===== config.mk =====
export PLATFORM = sky130hd
export DESIGN_NAME = uart_tx_serializer_flat
export DESIGN_NICKNAME = d
export VERILOG_FILES = /design/src/rtl/uart_tx_serializer_if.sv /design/src/rtl/uart_tx_serializer.sv /design/src/flat_wrapper.sv
export SDC_FILE = /design/constraint.sdc
export NUM_CORES = 1
export LEC_CHECK = 0
export ABC_CLOCK_PERIOD_IN_PS = 5000
export BUFFER_PORTS_ARGS = -buffer_cell sky130_fd_sc_hd__buf_4
export CORE_MARGIN = 2
export CORE_UTILIZATION = 30
export CTS_CLUSTER_SIZE = 14
export DETAILED_ROUTE_END_ITERATION = 10
export SLEW_MARGIN = 20
export SYNTH_ARGS = -nofsm -noshare
export SYNTH_HDL_FRONTEND = slang
export SYNTH_SLANG_ARGS = --single-unit

===== constraint.sdc =====
create_clock -name clk -period 5 [get_ports clk]
set_input_delay 0 -clock clk [delete_from_list [all_inputs] [get_ports clk]]
set_output_delay 0 -clock clk [all_outputs]
set_load 0.02 [all_outputs]

===== src/rtl/uart_tx_serializer_if.sv =====
// Producer-side handshake for the UART transmit serializer: one word moves per
// cycle in which valid_in and ready_out are both high.
interface uart_tx_serializer_if #(
  parameter int DATA_W = 8
);
  logic [DATA_W-1:0] data_in;
  logic              valid_in;
  logic              ready_out;

  modport master (
    output data_in,
    output valid_in,
    input  ready_out
  );

  modport slave (
    input  data_in,
    input  valid_in,
    output ready_out
  );
endinterface


===== src/rtl/uart_tx_serializer.sv =====
// UART transmit serializer: takes a word over a valid/ready handshake and sends
// start bit, data LSB first, optional even parity and stop bit on tx.
module uart_tx_serializer #(
  parameter int DATA_W       = 8,
  parameter int CLKS_PER_BIT = 4,
  parameter int PARITY_EN    = 1
) (
  input  logic                 clk,
  input  logic                 reset,
  uart_tx_serializer_if.slave  bus,
  output logic                 tx,
  output logic                 busy,
  output logic                 done
);

  localparam int BAUD_W = (CLKS_PER_BIT > 1) ? $clog2(CLKS_PER_BIT) : 1;
  localparam int BIT_W  = (DATA_W > 1) ? $clog2(DATA_W) : 1;
  localparam logic [BAUD_W-1:0] BAUD_LAST = BAUD_W'(CLKS_PER_BIT - 1);
  localparam logic [BIT_W-1:0]  BIT_LAST  = BIT_W'(DATA_W - 1);

  typedef enum logic [2:0] {
    IDLE   = 3'd0,
    START  = 3'd1,
    DATA   = 3'd2,
    PARITY = 3'd3,
    STOP   = 3'd4
  } state_t;

  state_t              state, state_nxt;
  logic [BAUD_W-1:0]   baud, baud_nxt;
  logic [BIT_W-1:0]    bit_cnt, bit_nxt;
  logic [DATA_W-1:0]   shift, shift_nxt;
  logic                par, par_nxt;
  logic                tx_nxt, busy_nxt, done_nxt;
  logic                baud_end;

  assign baud_end      = (baud == BAUD_LAST);
  assign bus.ready_out = (state == IDLE);

  always_comb begin
    state_nxt = state;
    baud_nxt  = baud;
    bit_nxt   = bit_cnt;
    shift_nxt = shift;
    par_nxt   = par;
    done_nxt  = 1'b0;
    tx_nxt    = 1'b1;
    busy_nxt  = 1'b1;

    case (state)
      IDLE: begin
        if (bus.valid_in) begin
          state_nxt = START;
          shift_nxt = bus.data_in;
          par_nxt   = ^bus.data_in;
          bit_nxt   = '0;
          baud_nxt  = '0;
        end
      end
      START: begin
        if (baud_end) begin
          state_nxt = DATA;
          baud_nxt  = '0;
        end else begin
          baud_nxt = baud + 1'b1;
        end
      end
      DATA: begin
        if (baud_end) begin
          baud_nxt  = '0;
          shift_nxt = shift >> 1;
          if (bit_cnt == BIT_LAST) begin
            bit_nxt   = '0;
            state_nxt = (PARITY_EN != 0) ? PARITY : STOP;
          end else begin
            bit_nxt = bit_cnt + 1'b1;
          end
        end else begin
          baud_nxt = baud + 1'b1;
        end
      end
      PARITY: begin
        if (baud_end) begin
          state_nxt = STOP;
          baud_nxt  = '0;
        end else begin
          baud_nxt = baud + 1'b1;
        end
      end
      STOP: begin
        if (baud_end) begin
          state_nxt = IDLE;
          baud_nxt  = '0;
          done_nxt  = 1'b1;
        end else begin
          baud_nxt = baud + 1'b1;
        end
      end
      default: begin
        state_nxt = IDLE;
        baud_nxt  = '0;
        bit_nxt   = '0;
      end
    endcase

    // Line level and busy are decoded from the state being entered so they
    // register in the same edge as the state itself.
    case (state_nxt)
      IDLE:    begin tx_nxt = 1'b1;         busy_nxt = 1'b0; end
      START:   begin tx_nxt = 1'b0;         busy_nxt = 1'b1; end
      DATA:    begin tx_nxt = shift_nxt[0]; busy_nxt = 1'b1; end
      PARITY:  begin tx_nxt = par_nxt;      busy_nxt = 1'b1; end
      STOP:    begin tx_nxt = 1'b1;         busy_nxt = 1'b1; end
      default: begin tx_nxt = 1'b1;         busy_nxt = 1'b0; end
    endcase
  end

  always_ff @(posedge clk or posedge reset) begin
    if (reset) begin
      state   <= IDLE;
      baud    <= '0;
      bit_cnt <= '0;
      shift   <= '0;
      par     <= 1'b0;
      tx      <= 1'b1;
      busy    <= 1'b0;
      done    <= 1'b0;
    end else begin
      state   <= state_nxt;
      baud    <= baud_nxt;
      bit_cnt <= bit_nxt;
      shift   <= shift_nxt;
      par     <= par_nxt;
      tx      <= tx_nxt;
      busy    <= busy_nxt;
      done    <= done_nxt;
    end
  end

endmodule


===== src/flat_wrapper.sv =====
// flat-port wrapper written by rule: the top's interface ports become plain ports
module uart_tx_serializer_flat 
#(
  parameter int DATA_W       = 8,
  parameter int CLKS_PER_BIT = 4,
  parameter int PARITY_EN    = 1
)
  (clk, reset, tx, busy, done, bus_data_in, bus_valid_in, bus_ready_out);
  uart_tx_serializer_if #(.DATA_W(DATA_W)) bus_i ();
  input  logic clk;
  input  logic reset;
  output logic tx;
  output logic busy;
  output logic done;
  input wire logic [$bits(bus_i.data_in)-1:0] bus_data_in;
  input wire logic [$bits(bus_i.valid_in)-1:0] bus_valid_in;
  output wire logic [$bits(bus_i.ready_out)-1:0] bus_ready_out;
  assign bus_i.data_in = bus_data_in;
  assign bus_i.valid_in = bus_valid_in;
  assign bus_ready_out = bus_i.ready_out;
  uart_tx_serializer #(.DATA_W(DATA_W), .CLKS_PER_BIT(CLKS_PER_BIT), .PARITY_EN(PARITY_EN)) u_core (.clk(clk), .reset(reset), .bus(bus_i), .tx(tx), .busy(busy), .done(done));
endmodule

Word level (Yosys, flattened, before mapping)
Cells that the tools add are included.
{"block": "op_classes", "n_eq_ne": 12, "n_addsub": 2, "muxes": 23, "reduce_logical": 8, "bitwise": 1}
{"cell": "two-way mux 3 bit", "n": 9}
{"cell": "two-way mux 8 bit", "n": 2}
{"cell": "case mux 8 bit (2 select lines)", "n": 1}
{"cell": "case mux 3 bit (5 select lines)", "n": 1}
{"cell": "equality test 3 x 2 -> 1 bit, second input constant", "n": 4}
{"cell": "equality test 3 bit, second input constant", "n": 3}
{"cell": "case mux 3 bit (3 select lines)", "n": 1}
{"cell": "OR reduction 4 bit", "n": 2}
{"cell": "parity 8 bit", "n": 1}
{"cell": "equality test 3 x 1 -> 1 bit, second input constant", "n": 2}
{"cell": "AND reduction 3 bit", "n": 2}
{"cell": "two-way mux 1 bit", "n": 5}
{"cell": "two-way mux 2 bit", "n": 2}
{"cell": "case mux 2 bit (2 select lines)", "n": 1}
{"cell": "adder 3 x 1 -> 3 bit, second input constant", "n": 1}
{"cell": "zero test 3 bit", "n": 1}
{"cell": "case mux 1 bit (3 select lines)", "n": 1}
{"cell": "OR reduction 3 bit", "n": 1}
{"cell": "adder 2 x 1 -> 2 bit, second input constant", "n": 1}
{"cell": "equality test 2 bit, second input constant", "n": 1}
{"cell": "!= test 2 x 1 -> 1 bit, second input constant", "n": 1}
{"cell": "!= test 2 bit, second input constant", "n": 1}
{"cell": "nonzero test 2 bit", "n": 1}
{"cell": "inverter 1 bit", "n": 1}
{"block": "totals", "ff_bits": 20, "out_inout_bits": 4}

Longest topological paths before layout
Gate-level depths: netlist of run 1.
{"block": "logic_depth", "ltp_word": 7, "depth_mapped": 7, "depth_no_buf": 6}

Worst setup path after synthesis of run 1
No wires, ideal clock.
{"block": "synth_timing", "path_kind": "register to register", "from": "reg u_core.bit_cnt[0]", "to": "reg u_core.busy", "synth_period_minus_slack_ns": 1.669, "arrival_time_ns": 1.538, "t_required_ns": 4.869, "stages_incl_launch_ff": 6, "path_slack_ns": 3.331, "path_cell_list": "dfrtp_1 -> ha_1 -> ha_1 -> and3_1 -> o31a_1 -> or3_1"}
{"block": "synth_via", "elab_chain_len": 7, "elab_cells_between_ends": 10, "classes_between": "5 x eq/ne; 4 x mux; 1 x reduce/logical"}
{"element": "start: declaration", "line_no": "uart_tx_serializer.sv:31", "rtl": "logic [BIT_W-1:0] bit_cnt, bit_nxt;"}
{"element": "start signal: assignment", "line_no": "uart_tx_serializer.sv:131", "rtl": "bit_cnt <= bit_nxt;"}
{"element": "equality test 3 bit *", "line_no": "uart_tx_serializer.sv:72", "rtl": "if (bit_cnt == BIT_LAST) begin"}
{"element": "two-way mux 3 bit *", "line_no": "uart_tx_serializer.sv:72"}
{"element": "two-way mux 3 bit *", "line_no": "uart_tx_serializer.sv:69", "rtl": "if (baud_end) begin"}
{"element": "case mux 3 bit (5 select lines) *", "line_no": "uart_tx_serializer.sv:50", "rtl": "case (state)"}
{"element": "net u_core.state_nxt[0]", "line_no": "uart_tx_serializer.sv:29", "rtl": "state_t state, state_nxt;"}
{"element": "equality test 3 x 1 -> 1 bit, or another cell as far along", "line_no": "uart_tx_serializer.sv:108", "rtl": "case (state_nxt)"}
{"element": "OR reduction 4 bit (no line) *"}
{"element": "two-way mux 1 bit *", "line_no": "uart_tx_serializer.sv:108"}
{"element": "net u_core.busy_nxt", "line_no": "uart_tx_serializer.sv:34", "rtl": "logic tx_nxt, busy_nxt, done_nxt;"}
{"element": "end signal: assignment", "line_no": "uart_tx_serializer.sv:135", "rtl": "busy <= busy_nxt;"}
{"element": "end: declaration", "line_no": "uart_tx_serializer.sv:12", "rtl": "output logic busy,"}
The timed path passes the listed nets; every way through them passes the cells marked *.
A chain may end at the register's enable or synchronous reset.

Final worst setup path of run 1
{"block": "layout_timing", "from": "reg u_core.state[2]", "to": "reg u_core.tx"}
{"block": "layout_via", "elab_cells_between_ends": 18, "classes_between": "7 x eq/ne; 10 x mux; 1 x reduce/logical"}
{"element": "start: declaration", "line_no": "uart_tx_serializer.sv:29"}
{"element": "start signal: assignment", "line_no": "uart_tx_serializer.sv:129", "rtl": "state <= state_nxt;"}
{"element": "equality test 3 x 2 -> 1 bit / zero test 3 bit (equally long branches)", "line_no": "uart_tx_serializer.sv:50"}
{"element": "case mux 8 bit (2 select lines) *", "line_no": "uart_tx_serializer.sv:50"}
{"element": "net u_core.shift_nxt[0]", "line_no": "uart_tx_serializer.sv:32", "rtl": "logic [DATA_W-1:0] shift, shift_nxt;"}
{"element": "case mux 1 bit (3 select lines) *", "line_no": "uart_tx_serializer.sv:108"}
{"element": "net u_core.tx_nxt", "line_no": "uart_tx_serializer.sv:34"}
{"element": "end signal: assignment", "line_no": "uart_tx_serializer.sv:134", "rtl": "tx <= tx_nxt;"}
{"element": "end: declaration", "line_no": "uart_tx_serializer.sv:11", "rtl": "output logic tx,"}
Marked as above.

==> results of run 1 <==
[tightest hold or removal path: stages]
cell,delay [ns]
buf_4,0.10
nor3b_1,0.05
a21oi_1,0.11
o21ai_1,0.06
[path summary, 6_finish.rpt]
path / depth (start not counted) / from / slack [ns] / end
min in group asynchronous: 3 / reset / 0.35 / u_core.shift[7]
max: 4 / u_core.state[2] / 3.09 / u_core.tx
max reg2reg: 4 / u_core.state[2] / 3.09 / u_core.tx
max in group asynchronous: 3 / reset / 4.16 / u_core.state[0]
min: 4 / bus_valid_in / 0.03 / u_core.baud[1]
min reg2reg: 2 / u_core.shift[2] / 0.49 / u_core.shift[2]
[metal layers]
metal,share of wire,vias up
met5,0,-
met4,0.0044,0
met3,0.036,2
met2,0.47,17
met1,0.48,379
li1,-,395
[layout make-up]
type                    count  area, sq um
inverters                   3         11.3
repair buffers             23          193
flip-flops and latches     20          502
fillers                   330         2040
clock inverters             1         30.0
clock buffers               3         22.5
well taps                  46         57.6
multi-input cells          70          482
[power groups by stage]
| stage | combinational, mW | sequential [mW] | clock (mW) |
|---|---|---|---|
| after floorplan | 0.217 | 0.267 | 0 |
| after global placement | 0.244 | 0.288 | 0 |
| after detailed placement | 0.249 | 0.291 | 0 |
| after CTS | 0.254 | 0.288 | 0.140 |
| after global routing | 0.284 | 0.298 | 0.145 |
| final | 0.251 | 0.287 | 0.135 |
[kinds of logic after synthesis]
| group | share of synthesized area |
|---|---|
| xor gates and xnor gates | 0.0592 |
| adders and majority gates | 0.0362 |
| AOI/OAI and AO/OA | 0.176 |
| and+or+nand+nor | 0.182 |
| buffers and inverters | 0.0507 |
| muxes | 0.0109 |
| DFF | 0.484 |
[registers in the layout, indices dropped and copies added (netlist names)]
register        cells
u_core.busy         1
u_core.tx           1
u_core.baud         2
u_core.bit_cnt      3
u_core.par          1
u_core.shift        8
u_core.state        3
u_core.done         1
[cells in the mapped netlist, types with 2 or more instances]
cell type and number:
a21o_1 2, o21ai_1 3, a21oi_1 3, ha_1 3, xnor2_1 7, buf_2 3
a22o_1 4, inv_1 2, a22oi_1 7, nor4_1 2, o31a_1 2, nand2_1 14
and3_1 2, dfrtp_1 19, nor2_1 5, o21ai_0 2, buf_4 2
[stage by stage]
stage          setup WS [ns]  hold WS, ns  utilization  area (sq um)
6_report                3.09       0.0256        0.389          1300
5_1_grt                 2.91       0.0214        0.389          1300
4_1_cts                 3.08       0.0107        0.389          1300
3_5_place_dp            3.11        0.181        0.349          1160
3_3_place_gp            3.20        0.182        0.349          1160
2_1_floorplan           3.33      -0.0369            -          1040
==> results_dict.tcl, run 1 <==
set metrics [dict create \
    pin_count 15 \
    core_area_sq_mm 0.00334 \
    cp_top_family "simple AND/OR/NAND/NOR gates" \
    fp.dieW_um 62.8 \
    grt_use_met1 0.146 \
    dpl.hpwl_mm 1.45 \
    finalHoldViolCount 0 \
    clock.fmax_mhz 523 \
    outcome "complete, no violations" \
    grt_max_degree 21 \
    pwr-share-comb 0.373 \
    arrival_ns 2.16 \
    place_inst 154 \
    yosysWarnings 0 \
    grt_pass1_vias 819 \
    drc 0 \
    rsz0062_at_grt "false" \
    required_ns 5.24 \
    syn_area_per_cell_sq_um 10.5 \
    final_common_cell "dfrtp_1" \
    fp.dieH_um 62.8 \
    fin_cells 166 \
    power_mw 0.674 \
    area_growth_pct 25.2 \
    path_cells "nor4b_4 -> nor2_2 -> a21o_1 -> o31a_1" \
    drive_above_1_share 0.200 \
    die-area_sq_mm 0.00394 \
    yosysTopAreaCellShare 0.459 \
    gp_congestion 0.843 \
    clk_path_buf_depth 2 \
    pwr-share-seq 0.427 \
    cts_tree "done" \
    synth-async-reset-ratio 1.00 \
    finalCriticalPeriod_ns 1.91 \
    clock_power_share 0.200 \
    antenna_found_initial 0 \
    start_kind "register" \
    final_nets 135 \
    cts_buffers 3 \
    clock-root-buffer "clkbuf_4" \
    cap_violations 0 \
    ant_nets 0 \
    internal_power_mw 0.433 \
    fin_crit_sh 0.382 \
    cts_resized 0 \
    final_cell_mix "dfrtp_1 (19), buf_4 (15), nand2_1 (14)" \
    grt_busiest_layer "met2" \
    finalMaxSlewViolations 0 \
    portBuffers 14 \
    worst_slew_pin_slew_ns 0.748 \
    netlist_area_sq_mm 0.00104 \
    switchingPower_mw 0.241 \
    setup_viol 0 \
    gr-total-overflow 0 \
    synth_seq_cells 20 \
    yosys.area.top_type "dfrtp_1" \
    slew_headroom 0.501 \
    start_util 0.310 \
    routed_wl_mm 2.05 \
    use_met2 0.198 \
    power_density_mw_per_mm2 519 \
    cts_hold_buffers 8 \
    ir_drop_uv 168 \
    p_leak_nw 0.609 \
    drt_iter0_drc 19 \
    cts_setup_buffers 0 \
    synth_edf_count 0 \
    slowest_stage "nor4b_4" \
    hold_path.class "in2reg" \
    grtUsageTotal 0.117 \
    slowest_delay_ns 0.63 \
    path_clk_slew_ns 0.13 \
    end_kind "register" \
    syn-num-nets 113 \
    gr-usage-met3 0.0324 \
    fin_skew_ns 0.0122 \
    tns_ns 0 \
    viasPerCell 4.78 \
    cts-htree-levels 1 \
    syn_inst 99 \
    p_sw_frac 0.358 \
    numClockSinks 20 \
    synth.distinct_cells 34 \
    clk_latency_ns 0.31 \
    path_class "reg2reg" \
    cp_max_fo 13 \
    rows 21 \
    synth_ff_type "dfrtp_1" \
    diodes 0 \
    num_vias 793 \
    grt_pass1_wl_mm 3.62 \
    crit_buf_inv 0 \
    seq_area_frac_synth 0.484 \
    first_pass_iters 4 \
    synth_area_leaders "dfrtp_1 (46%), xnor2_1 (5.9%), a22oi_1 (5.1%), nand2_1 (5.1%), ha_1 (3.6%)" \
    routedWlPerCell_um 12.4 \
]
(Power assumes the default switching activity.)
==> run 2: changes to the inputs <==
--- a/config.mk
+++ b/config.mk
@@ -5,7 +5,8 @@
 export SDC_FILE = /design/constraint.sdc
 export NUM_CORES = 1
 export LEC_CHECK = 0
-export ABC_CLOCK_PERIOD_IN_PS = 5000
+export ABC_AREA = 1
+export ABC_CLOCK_PERIOD_IN_PS = 2000
 export BUFFER_PORTS_ARGS = -buffer_cell sky130_fd_sc_hd__buf_4
 export CORE_MARGIN = 2
 export CORE_UTILIZATION = 30
==> constraint.sdc (replaced) <==
create_clock -name clk -period 2 [get_ports clk]
set_input_delay 0 -clock clk [delete_from_list [all_inputs] [get_ports clk]]
set_output_delay 0 -clock clk [all_outputs]
set_load 0.02 [all_outputs]
==> run 2 against run 1 <==
Effect of this change: fmax increased by 30%; total power increased to 2.8 times the previous value; die area increased by 8.1%; global-route usage increased by 0.13 points; area after synthesis increased by 8.7%; first-iteration DRC count increased by 74%; hold slack improved by 0.046 ns; core utilization increased by 0.27 points; register-to-register slack got worse by 2.6 ns; critical path depth increased by 3; setup slack got worse by 2.6 ns.
==> results_dict.tcl, run 2 <==
set metrics [dict create \
    diodes 0 \
    pin_count 15 \
    clk_path_buf_depth 2 \
    fp.dieH_um 65.3 \
    gr-total-overflow 0 \
    power_density_mw_per_mm2 1310 \
    reg_top3 "u_core.shift x8, u_core.bit_cnt x3, u_core.state x3" \
    synth.distinct_cells 23 \
    place_inst 211 \
    numClockSinks 20 \
    p_leak_nw 0.740 \
    yosys.area.top_type "dfrtp_1" \
    syn-num-nets 163 \
    path_class "reg2reg" \
    final_cell_mix "nand2_1 (51), inv_1 (23), dfrtp_1 (19)" \
    viasPerCell 4.40 \
    synth_compound_area_frac 0.104 \
    clock-root-buffer "clkbuf_8" \
    yosysMostFrequentCell "nand2_1" \
    seq_area_frac_synth 0.446 \
    num_vias 972 \
    slew_headroom 0.493 \
    cts_resized 0 \
    ant_nets 0 \
    cp_max_fo 6 \
    routedWlPerCell_um 9.77 \
    drt_iter0_drc 33 \
    largest_reg_flops 8 \
    top_register "u_core.shift" \
    end_kind "register" \
    routed_wl_mm 2.16 \
    fin_cells 221 \
    required_ns 2.20 \
    netlist_area_sq_mm 0.00113 \
    cts_buffers 3 \
    yosysWarnings 0 \
    tns_ns 0 \
    ir_drop_uv 312 \
    hold_path.class "in2reg" \
    grt_max_degree 21 \
    core_area_sq_mm 0.00363 \
    fin_util 0.392 \
    finalCriticalPeriod_ns 1.48 \
    cts-htree-levels 1 \
    cap_violations 0 \
    start_util 0.310 \
    worst_slew_pin_slew_ns 0.759 \
    clk_latency_ns 0.26 \
    finalHoldViolCount 0 \
    grt_pass1_wl_mm 3.91 \
    clock.fmax_mhz 678 \
    outcome "complete, no violations" \
    rsz0062_at_grt "false" \
    die-area_sq_mm 0.00426 \
    synth_edf_count 0 \
    final_nets 188 \
    drc 0 \
    synth-async-reset-ratio 1.00 \
    grtUsageTotal 0.118 \
    muxShareOfSynthArea 0 \
    synth_simple_gate_area_frac 0.327 \
    first_pass_iters 4 \
    synthTopCellsByCount "nand2_1 (51), inv_1 (23), dfrtp_1 (19)" \
    portBuffers 14 \
    rows 22 \
    fin_crit_sh 0.738 \
    synth_ff_type "dfrtp_1" \
    syn_area_per_cell_sq_um 7.56 \
    finalMaxSlewViolations 0 \
    yosysTopAreaCellShare 0.422 \
    synthAdderAreaFrac 0.0333 \
    setup_viol 0 \
    grt_pass1_vias 939 \
    area_growth_pct 26.3 \
    synth_seq_cells 20 \
    cts_tree "done" \
    path_clk_slew_ns 0.08 \
    synthXorXnorAreaFrac 0 \
    synth_area_leaders "dfrtp_1 (42%), nand2_1 (17%), inv_1 (7.7%), o221ai_1 (4.7%), nand3_1 (4.4%)" \
    antenna_found_initial 0 \
    start_kind "register" \
    fp.dieW_um 65.3 \
    fin_skew_ns 0.00951 \
    drive_above_1_share 0.173 \
    gp_congestion 0.777 \
    syn_inst 149 \
    synth_top_family_by_area "simple AND/OR/NAND/NOR gates" \
    arrival_ns 1.68 \
    dpl.hpwl_mm 1.63 \
    final_common_cell "nand2_1" \
    holdWs_ns 0.0716 \
]
-- run 2: cell count changes after synthesis, sizes merged, moves of 3 or more --
cell,previous run,this run
nand2,14,55
inv,3,27
nand3,1,10
a22oi,7,0
xnor2,7,0
buf,6,0
nor2,6,12
o221ai,0,6
a22o,4,0
nor3,0,3
-- run 2: power breakdown --
group	switching, mW	total, mW	internal [mW]
Combinational	0.487	0.799	0.312
Clock	0.134	0.401	0.267
Sequential	0.0839	0.671	0.587
-- run 2: cell type report --
| type | count | area [sq um] |
|---|---|---|
| fillers | 388 | 2210 |
| flip-flops and latches | 20 | 502 |
| multi-input cells | 102 | 523 |
| clock inverters | 1 | 30.0 |
| well taps | 48 | 60.1 |
| inverters | 27 | 101 |
| repair buffers | 20 | 165 |
| clock buffers | 3 | 41.3 |
-- run 2: cell families (layout without fill, tap and decap cells) --
group	after synthesis	in the layout
flip-flops	20	20
AND/OR/NAND/NOR	82	82
adder cells (fa/ha/maj)	3	3
AO/OA/AOI/OAI	17	17
buffers and inverters	27	51
-- run 2: worst paths after layout --
kind                                 from              end  slack, ns  cells past startpoint
hold reg to reg            u_core.baud[1]   u_core.baud[1]       0.49                      2
setup reg to reg           u_core.baud[0]        u_core.tx       0.52                      7
setup / recovery           u_core.baud[0]        u_core.tx       0.52                      7
hold / removal             bus_data_in[7]  u_core.shift[7]       0.07                      3
min in group asynchronous           reset   u_core.baud[0]       0.43                      3
max in group asynchronous           reset  u_core.shift[7]       1.09                      3
-- run 2: metal layers --
layer / up-vias / part of all wire / wire length, um / track usage
met5: - / 0 / 0 / 0
met4: 0 / 0.016 / 34 / 0.0547
met3: 2 / 0.019 / 41 / 0.0154
met2: 14 / 0.46 / 999 / 0.193
met1: 433 / 0.50 / 1090 / 0.156
li1: 523 / - / - / -
-- run 2: critical path, cell delays in order (launching register included) --
cell and delay [ns]:
dfrtp_1 0.37, ha_1 0.27, inv_1 0.13, o21ai_0 0.17, nand3_1 0.17, nor2_1 0.16, nand3_1 0.08, nand3_1 0.07
-- run 2: metrics by stage --
| step | power [mW] | area (sq um) | setup slack [ns] |
|---|---|---|---|
| after floorplan | 1.28 | 1130 | 0.624 |
| after detailed placement | 1.48 | 1290 | 0.550 |
| after global placement | 1.48 | 1290 | 0.575 |
| after global routing | 2.04 | 1420 | 0.302 |
| after CTS | 1.89 | 1420 | 0.524 |
| final | 1.87 | 1420 | 0.525 |
-- run 2: timing repair --
item / 4_1_cts / 5_1_grt
endpoints found under the setup margin: 0 / 0
hold buffers: 6 / 0
buffers inserted: 0 / 0
hold endpoints to repair: 24 / 0
